<file path="src/rtl/blink_sched.sv">
// Blink scheduler: after a start edge, issues toggle pulses for an LED state block every
// PRESCALE*period clock cycles, either a fixed number of times or continuously until stopped.
module blink_sched #(
  parameter int unsigned PRESCALE = 4
) (
  input  logic       CLK,
  input  logic       RST,
  input  logic       start,
  input  logic       stop,
  input  logic [7:0] period,
  input  logic [3:0] count,
  output logic       transition,
  output logic       busy,
  output logic       done,
  output logic [3:0] remaining
);

  localparam logic [15:0] PreMax = 16'(PRESCALE - 1);

  typedef enum logic [1:0] {
    StIdle,
    StRun,
    StDone
  } state_e;

  state_e      state_q, state_d;
  logic [15:0] pre_q, pre_d;
  logic [7:0]  tcnt_q, tcnt_d;
  logic [7:0]  period_q, period_d;
  logic [3:0]  rem_q, rem_d;
  logic        trans_q, trans_d;
  logic        done_q, done_d;
  logic        start_q;
  // Set once start has been seen low since reset, so a start held across reset is not an edge.
  logic        start_low_q;

  logic start_edge;
  logic tick;
  logic expiry;

  assign start_edge = start & ~start_q & start_low_q;
  assign tick       = (pre_q == PreMax);
  assign expiry     = tick && (tcnt_q == period_q - 8'd1);

  always_comb begin
    state_d  = state_q;
    pre_d    = pre_q;
    tcnt_d   = tcnt_q;
    period_d = period_q;
    rem_d    = rem_q;
    trans_d  = 1'b0;
    done_d   = 1'b0;

    unique case (state_q)
      StIdle: begin
        pre_d  = 16'd0;
        tcnt_d = 8'd0;
        if (start_edge && !stop) begin
          period_d = (period == 8'd0) ? 8'd1 : period;
          rem_d    = count;
          state_d  = StRun;
        end
      end

      StRun: begin
        if (stop) begin
          state_d = StIdle;
          rem_d   = 4'd0;
          pre_d   = 16'd0;
          tcnt_d  = 8'd0;
        end else begin
          pre_d = tick ? 16'd0 : pre_q + 16'd1;
          if (tick) begin
            tcnt_d = expiry ? 8'd0 : tcnt_q + 8'd1;
          end
          if (expiry) begin
            trans_d = 1'b1;
            // A nonzero remaining count in RUN means finite mode.
            if (rem_q != 4'd0) begin
              rem_d = rem_q - 4'd1;
              if (rem_q == 4'd1) begin
                state_d = StDone;
                done_d  = 1'b1;
              end
            end
          end
        end
      end

      StDone: begin
        state_d = StIdle;
        rem_d   = 4'd0;
        pre_d   = 16'd0;
        tcnt_d  = 8'd0;
      end

      default: begin
        state_d = StIdle;
        rem_d   = 4'd0;
        pre_d   = 16'd0;
        tcnt_d  = 8'd0;
      end
    endcase
  end

  always_ff @(posedge CLK) begin
    if (RST) begin
      state_q     <= StIdle;
      pre_q       <= 16'd0;
      tcnt_q      <= 8'd0;
      period_q    <= 8'd0;
      rem_q       <= 4'd0;
      trans_q     <= 1'b0;
      done_q      <= 1'b0;
      start_q     <= 1'b0;
      start_low_q <= 1'b0;
    end else begin
      state_q     <= state_d;
      pre_q       <= pre_d;
      tcnt_q      <= tcnt_d;
      period_q    <= period_d;
      rem_q       <= rem_d;
      trans_q     <= trans_d;
      done_q      <= done_d;
      start_q     <= start;
      start_low_q <= start_low_q | ~start;
    end
  end

  assign transition = trans_q;
  assign done       = done_q;
  assign busy       = (state_q == StRun);
  assign remaining  = rem_q;

endmodule

</file>
<file path="config.mk">
export PLATFORM = sky130hd
export DESIGN_NAME = blink_sched
export DESIGN_NICKNAME = d
export VERILOG_FILES = /design/src/rtl/blink_sched.sv
export SDC_FILE = /design/constraint.sdc
export NUM_CORES = 1
export LEC_CHECK = 0
export CORE_MARGIN = 3
export CORE_UTILIZATION = 56
export DETAILED_ROUTE_END_ITERATION = 16
export MAX_ROUTING_LAYER = met4
export PLACE_DENSITY = 0.76
export RECOVER_POWER = 50
export SYNTH_ARGS = -nofsm -noshare
export SYNTH_HDL_FRONTEND = slang
export SYNTH_SLANG_ARGS = --single-unit
</file>
<file path="constraint.sdc">
create_clock -name CLK -period 3.1 [get_ports CLK]
set_clock_uncertainty 0.2 [all_clocks]
set_input_delay 0.62 -clock CLK [delete_from_list [all_inputs] [get_ports CLK]]
set_output_delay 0.62 -clock CLK [all_outputs]
set_load 0.02 [all_outputs]
</file>
==> results.md, run 1 <==
* Status: finished, final reports clean
* Post-Syn Area at 2130 µm²
* Post-route ant nets at 0
* Avg WL per Cell at 13.58 µm
* Leakage at 0.0008822 µW
* Postcts setup bufs at 0
* Starting Density at 60.94%
* Net Switching at 240.3 µW
* CTS tree: done
* Drt drc at 0
* Fin Setup TNS at 0 ns
* Sw Ratio at 23.81%
* Detailed Routing Iterations Pass 1 at 5
* Slew margin rel. at 65.86%
* Yosys warnings at 0
* Fraction of layout cells with a size suffix above 1 at 9.507%
* CP Launch Type: flop
* CP Max Fanout at 6
* First-pass GRT wire length at 7.755 mm
* Clk slew on worst S/H paths at 0.08 ns
* Netlist cell types at 46
* Multi-input gate area at 1240 µm²
* Pint at 768.8 µW
* Seq pwr share at 54.7%
* Number of synthesized flops with an enable pin at 0
* Clk pwr share at 36.5%
* Fin. Hold Viols at 0
* Pwr dens at 402.0 nW/µm²
* Max Cap Violations at 0
* Routed vias at 1868
* Crit Path Class: flop to flop
* IO Pins at 23
* GRT Total Usage at 22.63%
* Area growth, synth to finish at 17.86%
* H-tree levels at 2
* Post-CTS sizing at 0
* Clock Sinks at 42
* Gpl congestion at 0.8402
* F_max at 0.3473 GHz
* Core area at 3495 µm²
* Power share of the combinational group at 8.7%
* Fin crit share at 92.88%
* Final setup fails at 0
* VDD IR max at 0.3786 mV
* Initial antenna violation count at 0
* Nets at 304
* Worst r2r path cells at 6
* Via count of the first global-routing pass at 1765
* First DRT Iteration DRCs at 205
* Synth Register Bits at 42
* Top post-synthesis cells by area: dfxtp_1 (39%), xor2_1 (7.4%), nand2_1 (5.5%)
* Most common cell after layout, fill and taps aside: dfxtp_1
* Diodes inserted at 0
* Root Driver: clkbuf_8
* Post-layout util at 71.82%
* Net Count, Synth at 276
* Die W at 67.67 µm
* Fill cells at 295
* Hold path depth at 2
* Register area at 840.8 µm²
* Leading area contributor after synthesis: dfxtp_1
* Asr flop ratio synth at 0%
* CP Data Required Time at 3.08 ns
* Final Max Slew Viols at 0
* Syn Inst Count at 255
* Final setup margin at 0.2208 ns
* RSZ-0062 raised after global routing: no
* Pin count of the biggest net entering global routing at 16
* Clk buf depth at 2
* Fin crit period at 2.879 ns
* Overflow after GRT at 0
* Die area at 4579 µm²
* Placed cells at 322
* Row cnt at 21
* Hold Buf Count CTS at 0
* Post-DP HPWL at 3.368 mm
* Top_reg_cell synth: dfxtp_1
* Inserted Clock Buffers at 5
* Synth top area share at 39.48%
* Commonest non-fill, non-tap cells in the layout: dfxtp_1 (42), nand2_1 (31), nor2_1 (29), a21oi_1 (19), xor2_1 (18)
* Worst Hold Class: flop to flop
* WL final at 4.480 mm
* Vias per std cell at 5.661
* Syn Area/Cell at 8.351 µm²
* Worst Tran Pin Value at 0.5121 ns
* Worst path arrival time at 2.86 ns
* Clk_lat worst skew at 0.30 ns
* Post-Layout Cell Count at 330
* Die height at 67.67 µm
* Sequential area share after synthesis at 39.48%
* Post-Place Worst Slack at 0.2423 ns
* Worst Setup End Kind: flop
* Port buffer count at 22
[routing by layer]
metal  routed length [µm]  global-route usage (%)  up-vias
li1                     -                       -      959
met1                 2210                   29.43      869
met2                 2074                   35.24       35
met3                  165                   5.491        5
met4                   29                   5.570        0
met5                    0                       -        -
[cells in the mapped netlist (2+ instances only)]
cell type and instances:
nor2b_1 3, a31oi_1 2, clkbuf_1 5, nor2_1 29, xor2_1 18, and3_1 4, xnor2_1 9, or4_4 2
nor3b_1 2, dfxtp_1 42, a21oi_1 19, ha_1 5, nor3_1 11, nand2_1 31, nand4_1 7, a32oi_1 2
or3_1 4, o21ai_0 9, nor4_1 4, or2_2 3, inv_1 7, a22oi_1 2, nand3_1 11, o31ai_1 2
[worst max-delay path, cell delays in order, from the launching register on]
cell,delay (ns)
dfxtp_1,0.36
or3_4,0.41
or4_4,0.50
a2111oi_4,0.41
nand3b_2,0.18
nor3_1,0.34
mux2_1,0.35
[stage by stage]
step | area, µm² | power, µW | hold WS, ns
detailed placement | 2422 | 653.7 | 0.2449
floorplan | 2130 | 615.9 | 0.2175
finish | 2510 | 1009 | 0.2613
global placement | 2422 | 652.7 | 0.2331
CTS | 2517 | 1016 | 0.2584
global route | 2510 | 1048 | 0.2630
[power by group through the flow]
stage	sequential (µW)	combinational, µW	clock (µW)
after floorplan	565	50.5	0
after global placement	565	88.1	0
after detailed placement	565	89.1	0
after CTS	552	89.6	375
after global routing	553	96.2	399
final	552	88.3	369
[state kept, by name (all words and copies together), names as in the netlist]
name / flops
remaining: 4
start_q: 1
period_q: 8
tcnt_q: 8
state_q: 2
pre_q: 16
start_low_q: 1
transition: 1
done: 1
[logic make-up (layout without fill, tap and decap cells)]
family          after synthesis  in the layout  share of synthesized area [%]
simple gates                123            123                          29.96
compound gates               44             44                          13.69
flops                        42             42                          39.48
mux                           1              1                         0.5288
buf+inv                      13             42                          2.292
xor+xnor                     27             27                          11.10
fa+ha+maj                     5              5                          2.938
[cell type report]
cell class,instances,area share (%)
clock buffers,6,3.290
clock inverters,2,0.4985
inverters,7,1.047
multi-input cells,200,49.40
flip-flops and latches,42,33.50
well taps,46,2.293
repair buffers,27,9.970
[final timing paths]
kind	to	start	slack, ns
worst max register to register	remaining[2]	period_q[2]	0.22
worst min register to register	start_low_q	start_low_q	0.26
worst min-delay path	start_low_q	start_low_q	0.26
worst max-delay path	remaining[2]	period_q[2]	0.22
No activity file was read; power rests on OpenSTA's default activity.
==> run 2, diff against run 1 <==
Settings changed: PLACE_DENSITY 0.76 to 0.79.
Clock period 3.1 ns to 3 ns, I/O delays scaled along.
==> run 2 against run 1 <==
  * Design area fell by 0.15%
  * Maximum frequency is 4.1% higher
  * Sequential power rose by 3%
  * Count of clock-buffer cells in the layout is the same
  * Worst setup slack better by 0.013 ns
  * Register-to-register slack barely moved
  * Highest routed layer unchanged
==> results.md, run 2 (synthesis results as in run 1) <==
* Status: finished, final reports clean
* Inserted Clock Buffers at 5 (unchanged)
* Initial antenna violation count at 0 (unchanged)
* Multi-input gate area at 1245 µm² (+0.40%)
* Final Max Slew Viols at 0 (unchanged)
* Max Cap Violations at 0 (unchanged)
* Clock Sinks at 42 (unchanged)
* Diodes inserted at 0 (unchanged)
* Design Power at 1022 µW (+1.3%)
* Net Switching at 248.5 µW (+3.4%)
* Worst Hold Class: flop to flop
* CP Launch Type: flop
* CP Max Fanout at 6 (unchanged)
* Area growth, synth to finish at 17.68%
* Worst path arrival time at 2.75 ns (-0.11 ns)
* Nets at 304 (unchanged)
* First-pass GRT wire length at 7.631 mm (-1.6%)
* VDD IR max at 0.3423 mV (-9.6%)
* Root Driver: clkbuf_8
* Fill cells at 284 (-3.7%)
* Clk buf depth at 2 (unchanged)
* Post-route ant nets at 0 (unchanged)
* Port buffer count at 22 (unchanged)
* First DRT Iteration DRCs at 129 (-37%)
* Max reg flops at 16 (unchanged)
* Slew margin rel. at 67.95% (+2.1 points)
* Post-layout util at 71.71% (-0.11 points)
* Postcts setup bufs at 0 (unchanged)
* Largest regs: pre_q x16, period_q x8, tcnt_q x8
* H-tree levels at 2 (unchanged)
* Leakage at 0.0008805 µW (-0.19%)
* Crit Path Class: flop to flop
* Drt drc at 0 (unchanged)
* F_max at 0.3615 GHz (+4.1%)
* Post-route cell area at 2506 µm² (-0.15%)
* CTS tree: done
* Worst hold margin at 0.2528 ns (-0.008543 ns)
* Worst Tran Pin Value at 0.4796 ns (-0.03243 ns)
* CP Data Required Time at 2.99 ns (-0.09 ns)
* Pin count of the biggest net entering global routing at 16 (unchanged)
* Fin Setup TNS at 0 ns (unchanged)
* Die W at 67.67 µm (unchanged)
* Clk_lat worst skew at 0.30 ns (about the same)
* Clk slew on worst S/H paths at 0.08 ns (about the same)
* Fraction of layout cells with a size suffix above 1 at 9.507% (unchanged)
* Power share of the combinational group at 9.0% (+0.3 points)
* Detailed Routing Iterations Pass 1 at 4 (-1)
* Die height at 67.67 µm (unchanged)
* Gpl congestion at 0.8678 (+3.3%)
* Worst reg2reg startpoint: period_q[2]
* Vias per std cell at 5.770 (+1.9%)
* Pwr dens at 407.8 nW/µm² (+1.4%)
* Die area at 4579 µm² (unchanged)
* GRT Total Usage at 22.85% (+0.21 points)
* Post-DP HPWL at 3.392 mm (+0.70%)
* Fin. Hold Viols at 0 (unchanged)
* Hold-critical path endpoint: pre_q[0]
* Final setup fails at 0 (unchanged)
* Routed vias at 1904 (+1.9%)
* Via count of the first global-routing pass at 1768 (+0.17%)
* Row cnt at 21 (unchanged)
* Register area at 840.8 µm² (unchanged)
* Post-Place Cell Area at 2422 µm² (unchanged)
* Starting Density at 60.94% (unchanged)
* Largest Register: pre_q
* Fin crit period at 2.766 ns (-0.1131 ns)
* Pint at 773.5 µW (+0.60%)
* Clk pwr share at 35.1% (-1.4 points)
* Worst reg-to-reg setup slack at 0.23 ns (about the same)
* Overflow after GRT at 0 (unchanged)
* Hold Buf Count CTS at 0 (unchanged)
* Reg-to-Reg End: remaining[2]
* Fin crit share at 92.20% (-0.67 points)
* Seq pwr share at 55.8% (+1.1 points)
* Worst r2r path cells at 6 (unchanged)
* Sw Ratio at 24.32% (+0.51 points)
* Most common cell after layout, fill and taps aside: dfxtp_1
* Hold path depth at 1 (-1)
* Core area at 3495 µm² (unchanged)
* Worst Setup End Kind: flop
* RSZ-0062 raised after global routing: no
* Commonest non-fill, non-tap cells in the layout: dfxtp_1 (42), nand2_1 (31), nor2_1 (29), a21oi_1 (19), xor2_1 (18)
* Avg WL per Cell at 13.97 µm (+2.9%)
* IO Pins at 23 (unchanged)
* WL final at 4.610 mm (+2.9%)
* Hold_sp: pre_q[0]
[run 2: cell count changes in the layout (fill, tap and decap cells not counted), sizes merged]
cell,previous run,this run
clkinvlp,1,0
clkinv,1,2
dlygate4sd3,9,10
clkdlybuf4s50,13,12
[run 2: worst max-delay path by stage]
stage / from / end / slack [ns] / cells after the start
final: period_q[2] / remaining[2] / 0.23 / 6
after global routing: period_q[2] / remaining[2] / 0.09 / 6
after CTS: period_q[2] / remaining[2] / 0.14 / 6
after detailed placement: period_q[2] / remaining[2] / 0.15 / 6
after global placement: period_q[2] / remaining[2] / 0.23 / 6
after floorplan: period_q[2] / remaining[2] / 0.31 / 6
[run 2: per-stage QoR]
stage,instances,worst slack [ns]
after floorplan,255,0.3088
after global placement,322,0.2257
after detailed placement,322,0.1518
after CTS,330,0.1421
after global routing,330,0.09108
final,330,0.2339
[run 2: power by group through the flow]
stage                     logic (µW)  clock network (µW)  registers, µW
after floorplan                 52.1                   0            584
after detailed placement        92.1                   0            584
after CTS                       93.5                 368            571
final                           92.5                 359            571
after global routing             102                 391            572
after global placement          92.2                   0            584
[run 2: layout make-up]
cell class                      instances  share of cell area, %
Tap cell                               46                  2.297
Multi-Input combinational cell        200                  49.68
Clock buffer                            6                  2.896
Sequential cell                        42                  33.55
Clock inverter                          2                 0.5492
Timing Repair Buffer                   27                  9.985
Inverter                                7                  1.048
[run 2: critical path: stages, from the launching register on]
cell	delay (ns)
dfxtp_1	0.35
or3_4	0.41
or4_4	0.50
a2111oi_4	0.41
nand3b_2	0.19
nor3_2	0.25
mux2_1	0.34
[run 2: repair_timing]
item / 4_1_cts / 5_1_grt
hold endpoints to repair: 0 / 0
endpoints found under the setup margin: 0 / 1
gates resized for setup: 0 / 1
[run 2: routing by layer]
layer / vias up / part of all wire, % / GRT usage [%]
met5: - / 0 / -
met4: 0 / 2.0 / 8.101
met3: 13 / 4.9 / 5.158
met2: 60 / 46 / 34.39
met1: 872 / 47 / 29.94
li1: 959 / - / -
==> run 3, diff against run 2 <==
Settings changed: CORE_UTILIZATION 56 to 60, DONT_BUFFER_PORTS set to 1, PLACE_DENSITY 0.79 to 0.76.
==> run 3 against run 2 <==
  * Non-clock buffer count down 24
  * Die area down 6.1%
  * First-iteration DRC count down 10%
  * Critical path depth unchanged
  * Via count down 6.0%
  * Combinational power down 35%
  * Count of clock-buffer cells in the layout unchanged
  * Largest cell class unchanged
  * Largest power group unchanged
==> results.md, run 3 (synthesis results as in run 1) <==
* Postcts setup bufs at 0 (unchanged)
* Hold_sp: RST
* Worst Setup End Kind: flop
* Worst r2r path cells at 6 (unchanged)
* Clk pwr share at 36.1% (+1.0 points)
* WL met3 at 183 µm (-19%)
* CP Data Required Time at 3.05 ns (+0.06 ns)
* Drt drc at 0 (unchanged)
* Largest Register: pre_q
* Power share of the combinational group at 6.0% (-3.0 points)
* Hold path depth at 1 (unchanged)
* Post-DP HPWL at 3.198 mm (-5.7%)
* Die area at 4300 µm² (-6.1%)
* CTS tree: done
* Slew margin rel. at 65.76% (-2.2 points)
* Post-route ant nets at 0 (unchanged)
* GRT Total Usage at 22.74% (-0.11 points)
* Initial antenna violation count at 0 (unchanged)
* Clock Sinks at 42 (unchanged)
* Worst path arrival time at 2.82 ns (+0.07 ns)
* Hold-critical path endpoint: period_q[5]
* First DRT Iteration DRCs at 116 (-10%)
* Reg-to-Reg End: remaining[2]
* Final Max Slew Viols at 0 (unchanged)
* Fraction of layout cells with a size suffix above 1 at 10.00% (+0.49 points)
* WL final at 4.276 mm (-7.2%)
* Pint at 766.0 µW (-0.97%)
* Worst reg2reg startpoint: period_q[2]
* Fin crit share at 92.35% (+0.15 points)
* F_max at 0.3609 GHz (-0.16%)
* Leakage at 0.0007619 µW (-13%)
* Pin count of the biggest net entering global routing at 19 (+3)
* Design Power at 990.5 µW (-3.1%)
* Nets at 280 (-7.9%)
* Sw Ratio at 22.67% (-1.7 points)
* Vias per std cell at 5.850 (+1.4%)
* Fin Setup TNS at 0 ns (unchanged)
* Clk_lat worst skew at 0.35 ns (+0.05 ns)
* Fill cells at 283 (-0.35%)
* M1 WL at 2.094 mm (-3.1%)
* Clk slew on worst S/H paths at 0.13 ns (+0.05 ns)
* Net Switching at 224.5 µW (-9.7%)
* Starting Density at 62.83% (+1.9 points)
* Most common cell after layout, fill and taps aside: dfxtp_1
* Gpl congestion at 0.9125 (+5.2%)
* Fin crit period at 2.771 ns (+0.004434 ns)
* Diodes inserted at 0 (unchanged)
* Origin of the worst setup path: period_q[2]
* Via count of the first global-routing pass at 1647 (-6.8%)
* Inserted Clock Buffers at 5 (unchanged)
* Pwr dens at 436.9 nW/µm² (+7.1%)
* Overflow after GRT at 0 (unchanged)
* Core area at 3390 µm² (-3.0%)
* Root Driver: clkbuf_4
* Largest regs: pre_q x16, period_q x8, tcnt_q x8
* Post-layout util at 66.89% (-4.8 points)
* Worst reg-to-reg setup slack at 0.23 ns (about the same)
* Fin. Hold Viols at 0 (unchanged)
* CP Launch Type: flop
* H-tree levels at 2 (unchanged)
* Max reg flops at 16 (unchanged)
* Max Cap Violations at 0 (unchanged)
* Clk buf depth at 2 (unchanged)
* Status: finished, final reports clean
* Worst Hold Class: input port to flop
* Die height at 65.58 µm (-3.1%)
* Routed vias at 1790 (-6.0%)
* Row cnt at 21 (unchanged)
* Port buffer count at 0 (-100%)
* Detailed Routing Iterations Pass 1 at 4 (unchanged)
* IO Pins at 23 (unchanged)
* CP Max Fanout at 6 (unchanged)
* Die W at 65.58 µm (-3.1%)
* RSZ-0062 raised after global routing: no
* Final setup fails at 0 (unchanged)
* Worst Tran Pin Value at 0.5123 ns (+0.03270 ns)
* Seq pwr share at 57.9% (+2.1 points)
* Met2 wire length at 1.955 mm (-8.2%)
* VDD IR max at 0.3598 mV (+5.1%)
* Crit Path Class: flop to flop
* Commonest non-fill, non-tap cells in the layout: dfxtp_1 (42), nand2_1 (31), nor2_1 (29), a21oi_1 (19), xor2_1 (18)
* Highest Signal Layer: met4
* Avg WL per Cell at 13.97 µm (about the same)
* First-pass GRT wire length at 7.458 mm (-2.3%)
* Area growth, synth to finish at 6.463%
-- run 3: cell count changes in the layout (fill, tap and decap cells not counted), sizes merged --
cell	change
clkinvlp	+1
buf	-1
clkinv	-2
clkbuf	-1
clkdlybuf4s50	-12
bufinv	+1
dlygate4sd3	-10
-- run 3: worst max-delay path by stage --
| stage | slack (ns) | cells after the start | endpoint |
|---|---|---|---|
| detailed placement | 0.15 | 6 | remaining[2] |
| global route | 0.004 | 7 | remaining[2] |
| floorplan | 0.31 | 6 | remaining[2] |
| CTS | 0.14 | 6 | remaining[2] |
| global placement | 0.22 | 6 | remaining[2] |
| finish | 0.23 | 6 | remaining[2] |
-- run 3: critical path: stages, from the launching register on --
cell and delay (ns):
dfxtp_1 0.37, or3_4 0.41, or4_4 0.50, a2111oi_4 0.40, nand3b_2 0.19, nor3_2 0.25, mux2_1 0.35
-- run 3: through the flow --
stage	hold WS [ns]	setup slack, ns	cell area (µm²)	std cells
3_3_place_gp	0.2296	0.2192	2187	298
2_1_floorplan	0.2175	0.3088	2130	255
3_5_place_dp	0.2345	0.1502	2187	298
6_report	0.09905	0.2295	2267	306
5_1_grt	0.07099	0.004381	2267	306
4_1_cts	0.08898	0.1358	2266	306
-- run 3: power groups by stage --
stage	Sequential (µW)	Combinational, µW	Clock [µW]
after floorplan	584	52.1	0
after global placement	586	58.2	0
after detailed placement	586	59.4	0
after CTS	574	59.8	367
after global routing	575	67.1	388
final	574	59.7	357
-- run 3: cell type report --
cell class              count  area, µm²  area share, %
clock buffers               6      41.29          1.821
clock inverters             2      37.54          1.656
flip-flops and latches     42      840.8          37.09
multi-input cells         200       1245          54.91
inverters                   7      26.28          1.159
repair buffers              3      18.77         0.8278
well taps                  46      57.56          2.539
-- run 3: routing by layer --
metal	track usage (%)	vias to the layer above
li1	-	911
met1	31.13	835
met2	33.63	39
met3	4.957	5
met4	6.995	0
met5	-	-
-- run 3: repair_timing --
action	CTS	global route
gates resized for setup	0	1
endpoints found under the setup margin	0	1
hold buffers	0	0
